==> src/rtl/muldiv_unit.sv <==
// muldiv_unit: iterative MULT/MULTU/DIV/DIVU unit that owns HI/LO and raises a pipeline stall.
// Optional feature: define MULDIV_SIGNED_EN to enable signed MULT/DIV (op[1]); otherwise all ops are unsigned.
module muldiv_unit #(
  parameter int WIDTH = 32,
  parameter int CNT_W = $clog2(WIDTH+1)
) (
  input  logic             clk,
  input  logic             rst,
  input  logic             start,
  input  logic [1:0]       op,
  input  logic [WIDTH-1:0] srcA,
  input  logic [WIDTH-1:0] srcB,
  input  logic             flush,
  input  logic [1:0]       hilo_we,
  input  logic [WIDTH-1:0] hilo_wdata,
  input  logic             hilo_rd,
  output logic [WIDTH-1:0] hi,
  output logic [WIDTH-1:0] lo,
  output logic             busy,
  output logic             done,
  output logic             stall
);
  typedef enum logic [1:0] {IDLE, CALC, FIX} state_t;
  state_t               state_q, state_d;
  logic [CNT_W-1:0]     cnt_q, cnt_d;
  logic [2*WIDTH-1:0]   acc_q, acc_d;
  logic [WIDTH-1:0]     a_q, a_d, b_q, b_d, hi_q, hi_d, lo_q, lo_d;
  logic                 div_q, div_d, bz_q, bz_d, done_q, done_d;
  logic                 launch;
  logic [WIDTH-1:0]     abs_a, abs_b, quo, rem;
  logic [2*WIDTH-1:0]   prod;
  logic [WIDTH:0]       mul_sum, div_sh, div_diff;
  assign launch = (state_q == IDLE) && start && !flush;
`ifdef MULDIV_SIGNED_EN
  logic a_neg, b_neg, neg_q, neg_d, rneg_q, rneg_d;
  assign a_neg = op[1] & srcA[WIDTH-1];
  assign b_neg = op[1] & srcB[WIDTH-1];
  assign abs_a = a_neg ? -srcA : srcA;
  assign abs_b = b_neg ? -srcB : srcB;
  always_comb begin
    neg_d  = launch ? a_neg ^ b_neg : neg_q;
    rneg_d = launch ? a_neg : rneg_q;
  end
  always_ff @(posedge clk or negedge rst) begin
    if (!rst) begin
      neg_q  <= 1'b0;
      rneg_q <= 1'b0;
    end else begin
      neg_q  <= neg_d;
      rneg_q <= rneg_d;
    end
  end
  // Remainder follows the dividend's sign; product and quotient follow the XOR of signs.
  assign prod = neg_q ? -acc_q : acc_q;
  assign quo  = neg_q ? -acc_q[WIDTH-1:0] : acc_q[WIDTH-1:0];
  assign rem  = rneg_q ? -acc_q[2*WIDTH-1:WIDTH] : acc_q[2*WIDTH-1:WIDTH];
`else
  logic unused_op;
  assign unused_op = op[1];
  assign abs_a = srcA;
  assign abs_b = srcB;
  assign prod  = acc_q;
  assign quo   = acc_q[WIDTH-1:0];
  assign rem   = acc_q[2*WIDTH-1:WIDTH];
`endif
  // acc holds {upper product, multiplier} for mul and {remainder, quotient} for div.
  assign mul_sum  = {1'b0, acc_q[2*WIDTH-1:WIDTH]} + (acc_q[0] ? {1'b0, b_q} : '0);
  assign div_sh   = acc_q[2*WIDTH-1:WIDTH-1];
  assign div_diff = div_sh - {1'b0, b_q};
  always_comb begin
    state_d = state_q;
    cnt_d   = cnt_q;
    acc_d   = acc_q;
    a_d     = a_q;
    b_d     = b_q;
    div_d   = div_q;
    bz_d    = bz_q;
    hi_d    = hi_q;
    lo_d    = lo_q;
    done_d  = 1'b0;
    case (state_q)
      IDLE: begin
        if (hilo_we[1]) hi_d = hilo_wdata;
        if (hilo_we[0]) lo_d = hilo_wdata;
        if (launch) begin
          state_d = CALC;
          cnt_d   = CNT_W'(WIDTH);
          acc_d   = {{WIDTH{1'b0}}, abs_a};
          a_d     = srcA;
          b_d     = abs_b;
          div_d   = op[0];
          bz_d    = (srcB == '0);
        end
      end
      CALC: begin
        acc_d   = div_q ? {div_diff[WIDTH] ? div_sh[WIDTH-1:0] : div_diff[WIDTH-1:0], acc_q[WIDTH-2:0], ~div_diff[WIDTH]}
                        : {mul_sum, acc_q[WIDTH-1:1]};
        cnt_d   = cnt_q - CNT_W'(1);
        state_d = flush ? IDLE : (cnt_q == CNT_W'(1)) ? FIX : CALC;
      end
      FIX: begin
        state_d = IDLE;
        if (!flush) begin
          hi_d   = !div_q ? prod[2*WIDTH-1:WIDTH] : bz_q ? a_q : rem;
          lo_d   = !div_q ? prod[WIDTH-1:0] : bz_q ? '1 : quo;
          done_d = 1'b1;
        end
      end
      default: state_d = IDLE;
    endcase
  end
  always_ff @(posedge clk or negedge rst) begin
    if (!rst) begin
      state_q <= IDLE;
      cnt_q   <= '0;
      acc_q   <= '0;
      a_q     <= '0;
      b_q     <= '0;
      div_q   <= 1'b0;
      bz_q    <= 1'b0;
      hi_q    <= '0;
      lo_q    <= '0;
      done_q  <= 1'b0;
    end else begin
      state_q <= state_d;
      cnt_q   <= cnt_d;
      acc_q   <= acc_d;
      a_q     <= a_d;
      b_q     <= b_d;
      div_q   <= div_d;
      bz_q    <= bz_d;
      hi_q    <= hi_d;
      lo_q    <= lo_d;
      done_q  <= done_d;
    end
  end
  assign hi    = hi_q;
  assign lo    = lo_q;
  assign busy  = (state_q != IDLE);
  assign done  = done_q;
  assign stall = busy & (start | hilo_rd | (|hilo_we));
endmodule
==> config.mk <==
export PLATFORM = sky130hd
export DESIGN_NAME = muldiv_unit
export DESIGN_NICKNAME = d
export VERILOG_FILES = /design/src/rtl/muldiv_unit.sv
export SDC_FILE = /design/constraint.sdc
export NUM_CORES = 1
export LEC_CHECK = 0
export CORE_MARGIN = 2
export CORE_UTILIZATION = 45
export DETAILED_ROUTE_END_ITERATION = 16
export GPL_ROUTABILITY_DRIVEN = 1
export PLACE_DENSITY_LB_ADDON = 0.3
export SLEW_MARGIN = 20
export SYNTH_ARGS = -nofsm -noshare
export SYNTH_HDL_FRONTEND = slang
export SYNTH_SLANG_ARGS = --single-unit
==> constraint.sdc <==
create_clock -name clk -period 8 [get_ports clk]
set_input_delay 1.6 -clock clk [delete_from_list [all_inputs] [get_ports clk]]
set_output_delay 1.6 -clock clk [all_outputs]
set_load 0.005 [all_outputs]
Word-level counts from Yosys, hierarchy flattened --
Cells that the tools add are included.
Storage, ports and cells: bits of input ports 105, output and inout port bits 67, register bits after elaboration 203, word-level logic and storage cells 60
Cells by class: equal/unequal tests 7, multiplexer cells 23, bitwise gates (word level) 4, add/sub/neg operators 3, reductions and logical operators 13
Operators with widths (count):
- two-way mux 32 bit | 10
- two-way mux 64 bit | 2
- one-hot mux 32 bit (2 select lines) | 2
- one-hot mux 64 bit (2 select lines) | 1
- adder 32 x 32 -> 33 bit | 1
- subtractor 33 x 32 -> 33 bit | 1
- zero test 32 bit | 1
- one-hot mux 6 bit (2 select lines) | 1
- != test 2 bit, second input constant | 4
- == test 6 x 1 -> 1 bit, second input constant | 1
- two-way mux 2 bit | 3
- two-way mux 6 bit | 1
- AND reduction 3 bit | 2
- nonzero test 2 bit | 3
- subtractor 6 x 1 -> 6 bit, second input constant | 1
- one-hot mux 2 bit (2 select lines) | 1
- AND reduction 2 bit | 2
- == test 2 x 1 -> 1 bit, second input constant | 1
- == test 2 bit, second input constant | 1
- logical AND 1 bit | 2
- zero test 2 bit | 1
- two-way mux 1 bit | 2
- OR 1 bit | 2
- OR reduction 2 bit | 1
- 3 further kinds | 3

Longest topological paths before layout --
word-level depth 5, depth in mapped cells 13, gate-level depth less buffers 13

Worst setup path after synthesis --
No wires, ideal clock.
kind input-to-output, start point input hilo_rd, end point output stall, stages on the path 2, buffers on the path 0, arrival time 1.917 ns, slack 4.483 ns, required time 6.400 ns, cells stage by stage nor4_1 > nor2_1
Between the ends: cells in the longest elaborated chain, start to end 3
RTL lines:
- start: declaration | line 16 | input logic hilo_rd,
- OR 1 bit (2 in series) | line 141 | assign stall = busy & (start | hilo_rd | (|hilo_we));
- AND 1 bit | line 141
- end: declaration | line 21 | output logic stall
Every way passes these cells.

Final worst setup path --
start point input start, end point output stall
Between the ends: cells in the longest elaborated chain, start to end 3
RTL lines:
- start: declaration | line 9 | input logic start,
- OR 1 bit (2 in series) | line 141
- AND 1 bit | line 141
Every way passes these cells.

==> flow_summary_export.csv <==
group,metric,value,unit
place,detailedPlacementHpwl,27000,um
floorplan,core_area,27900,sq um
job,max_cap_violations,0,
pwr,totalPowerFinal,5.48,mW
synth,post_synthesis_sequential_area_ratio,39.6,%
place,io_buffer_count,170,
cts,clock_latency,530,ps
cells_and_area,post_route_cells_drive_above_1_share,5.11,%
sta,worst_slew_pin_slew,1080,ps
critical_path,crit_end_element,"output pin",
cts,cts_tree,"built",
cts,tritoncts_num_sinks,203,
detailed_routing,route.detailed.drc,0,
floorplan,rows,61,
synth,post_synth_main_area_contributors,"sky130_fd_sc_hd__dfrtp_1 (40%), sky130_fd_sc_hd__nand2_1 (9.8%), sky130_fd_sc_hd__o21ai_0 (7.1%)",
critical_path,count_of_cells_along_the_worst_register_to_register_path,13,
cts,clockRootBuffer,"sky130_fd_sc_hd__clkbuf_16",
cells_and_area,finalNonFillerCells,2043,
detailed_routing,wl_per_cell,18.7,um
global_routing,grt_overflow_total,0,
critical_path,crit_arrival,2870,ps
detailed_routing,routed-via-count,11800,
detailed_routing,vias_per_cell,5.76,
sta,min_period,4470,ps
cells_and_area,most_common_cell_after_layout_fill_and_taps_aside,"sky130_fd_sc_hd__nand2_1",
critical_path,worst_r2r_endpoint,"acc_q[61]",
global_routing,grt.total_usage,25.3,%
sta,timing_max_transition_violations_final,0,
synth,netlist_area,12800,sq um
cts,cts-hold-fix-buffers,0,
sta,totalNegativeSetupSlack,0,ps
synth,synth.largest_area_cell,"sky130_fd_sc_hd__dfrtp_1",
place,routability_congestion_estimate_from_global_placement,0.936,
critical_path,critical_path.max_stage_delay,470,ps
critical_path,reg2reg_from,"acc_q[0]",
pwr,power_leakage,6.93,nW
synth,netlist.area_leader.share,39.6,%
pwr,peakVddDrop,0.328,mV
min_path,holdCritPathClass,"flop to flop",
floorplan,dieHeight,173,um
synth,synth-edff-count,0,
cts,clock_tree.buffer_depth,3,
critical_path,worstSetupStartpoint,"start",
global_routing,number_of_antenna_violations_at_the_first_check_in_global_routing,1,
critical_path,startpoint_type,"primary input",
global_routing,grt_start_max_net_pins,99,
cells_and_area,layout_common_cells,"sky130_fd_sc_hd__nand2_1 (334), sky130_fd_sc_hd__dfrtp_1 (202), sky130_fd_sc_hd__o21ai_0 (182)",
synth,ffs_w_async_s_r_synth,100,%
critical_path,destination_of_the_critical_timing_path,"stall",
critical_path,timing.critical_path.slowest_stage_cell,"sky130_fd_sc_hd__clkdlybuf4s50_1",
synth,number_of_storage_elements_in_the_synthesis_netlist,203,
detailed_routing,routed_wl,38200,um
detailed_routing,drt-initial-drc-count,939,
detailed_routing,postRouteAntennaNets,0,
detailed_routing,drtPass1Iterations,6,
status,outcome,"finished, final reports clean",
sta,relSlewSlack,26.4,%
cts,worst_setup_hold_path_clk_slew,60,ps
global_routing,first_pass_grt_wire_length,62200,um
pwr,p_per_area,350,nW/um^2
global_routing,number_of_global_route_vias_before_repair,11500,
cts,inserted_clock_buffers,25,
synth,synth_nets,1697,
place,placed_cells,1997,
floorplan,initial_utilization,46.0,%
critical_path,crit_top_cell,"sky130_fd_sc_hd__clkdlybuf4s50_1",
synth,synth_cells,1524,
sta,setup-violations-final,0,
cells_and_area,final_net_count,1819,
critical_path,worst-endpoint-required,6400,ps
cts,post_cts_resize_count,0,
critical_path,worstPathMaxFanout,3,
cells_and_area,areaGrowthSynthToFinish,22.0,%
critical_path,critPathKind,"primary input to output pin",
cts,post_cts.repair.setup_buffers,0,
floorplan,floorplan.die_area,29900,sq um
sta,min_period_over_period,55.8,%
synth,postSynth.topFlopCell,"sky130_fd_sc_hd__dfrtp_1",
sta,final.setup_skew,19.9,ps
sta,grt_setup_unrepaired,"no",
sta,finalHoldViolations,0,
synth,synthDistinctLibCells,70,
cts,cts-htree-levels,1,
critical_path,worstPathCellList,"clkdlybuf4s50_1 -> nor4_1 -> nor2_1 -> clkdlybuf4s50_1",
floorplan,top_level_ports,172,
critical_path,regToRegSetupSlack,3930,ps
sta,timing.fmax,224,MHz
synth,postSynthAreaPerCell,8.42,sq um
synth,ys.warnings.count,0,
floorplan,die_x,173,um
layer usage:
metal / track usage (%) / up-vias / part of all wire, %
li1: - / 5653 / -
met1: 34.4 / 5687 / 44
met2: 42.2 / 373 / 47
met3: 4.24 / 62 / 6.3
met4: 6.29 / 0 / 2.4
met5: 0 / - / 0
per-stage QoR:
| stage | util, % | setup WS (ps) | hold slack (ps) | area, sq um |
|---|---|---|---|---|
| 3_5_place_dp | 53.1 | 3540 | 463 | 14800 |
| 5_1_grt | 56.0 | 3470 | 497 | 15700 |
| 3_3_place_gp | 53.1 | 3520 | 457 | 14800 |
| 2_1_floorplan | - | 4480 | 446 | 12800 |
| 4_1_cts | 56.0 | 3530 | 478 | 15700 |
| 6_report | 56.0 | 3530 | 475 | 15700 |
how the worst min path moves through the flow:
stage                   end    start  depth (start not counted)  slack, ps
finish              a_q[22]  a_q[22]                          2        480
global route        a_q[26]  a_q[26]                          2        500
CTS                  a_q[7]   a_q[7]                          2        480
detailed placement  a_q[18]  a_q[18]                          2        460
global placement    a_q[31]  a_q[31]                          2        460
floorplan            a_q[0]   a_q[0]                          2        450
layout make-up:
type	count	area [sq um]
fillers	2578	12300
multi-input cells	1182	7280
flip-flops and latches	203	5080
repair buffers	184	1810
clock buffers	32	702
well taps	378	473
inverters	50	188
clock inverters	13	114
diodes	1	2.50
synth_stat cells, types with 11 or more instances:
cell type and instances:
sky130_fd_sc_hd__o211ai_1 41, sky130_fd_sc_hd__mux2i_1 61, sky130_fd_sc_hd__and2_1 37, sky130_fd_sc_hd__dfrtp_1 203
sky130_fd_sc_hd__o21ai_0 182, sky130_fd_sc_hd__nor2_1 38, sky130_fd_sc_hd__ha_1 66, sky130_fd_sc_hd__nand2_1 335
sky130_fd_sc_hd__nor4_1 11, sky130_fd_sc_hd__o22ai_1 33, sky130_fd_sc_hd__a22oi_1 22, sky130_fd_sc_hd__a21o_1 30
sky130_fd_sc_hd__xnor2_1 28, sky130_fd_sc_hd__xor2_1 27, sky130_fd_sc_hd__nand3_1 50, sky130_fd_sc_hd__inv_1 50
sky130_fd_sc_hd__a211oi_1 12, sky130_fd_sc_hd__a21oi_1 67, sky130_fd_sc_hd__nor3_1 16, sky130_fd_sc_hd__clkbuf_1 79
cell families after synthesis:
kind of cell,count (synthesis),synth area share (%)
and+or+nand+nor,542,18.7
AOI/OAI and AO/OA,452,21.8
DFF,203,39.6
buffers and inverters,139,4.23
adders and majority gates,68,6.75
muxes,64,5.02
xor gates and xnor gates,56,3.88
critical path: cells and delay by family:
family / cells / cell delay (ps)
buffers and inverters: 2 / 930
AND/OR/NAND/NOR: 2 / 340
sequential cells by signal (all words and copies together), names as in the netlist:
signal   flops
a_q         32
acc_q       64
b_q         32
bz_q         1
cnt_q        6
div_q        1
done         1
hi          32
lo          32
state_q      2
power breakdown:
group / internal [mW] / switching (mW) / total [mW]
combinational: 1.21 / 1.51 / 2.72
clock: 0.654 / 0.468 / 1.12
sequential: 1.32 / 0.319 / 1.64
total: 3.18 / 2.30 / 5.48
Power figures use the tool's default switching activity.
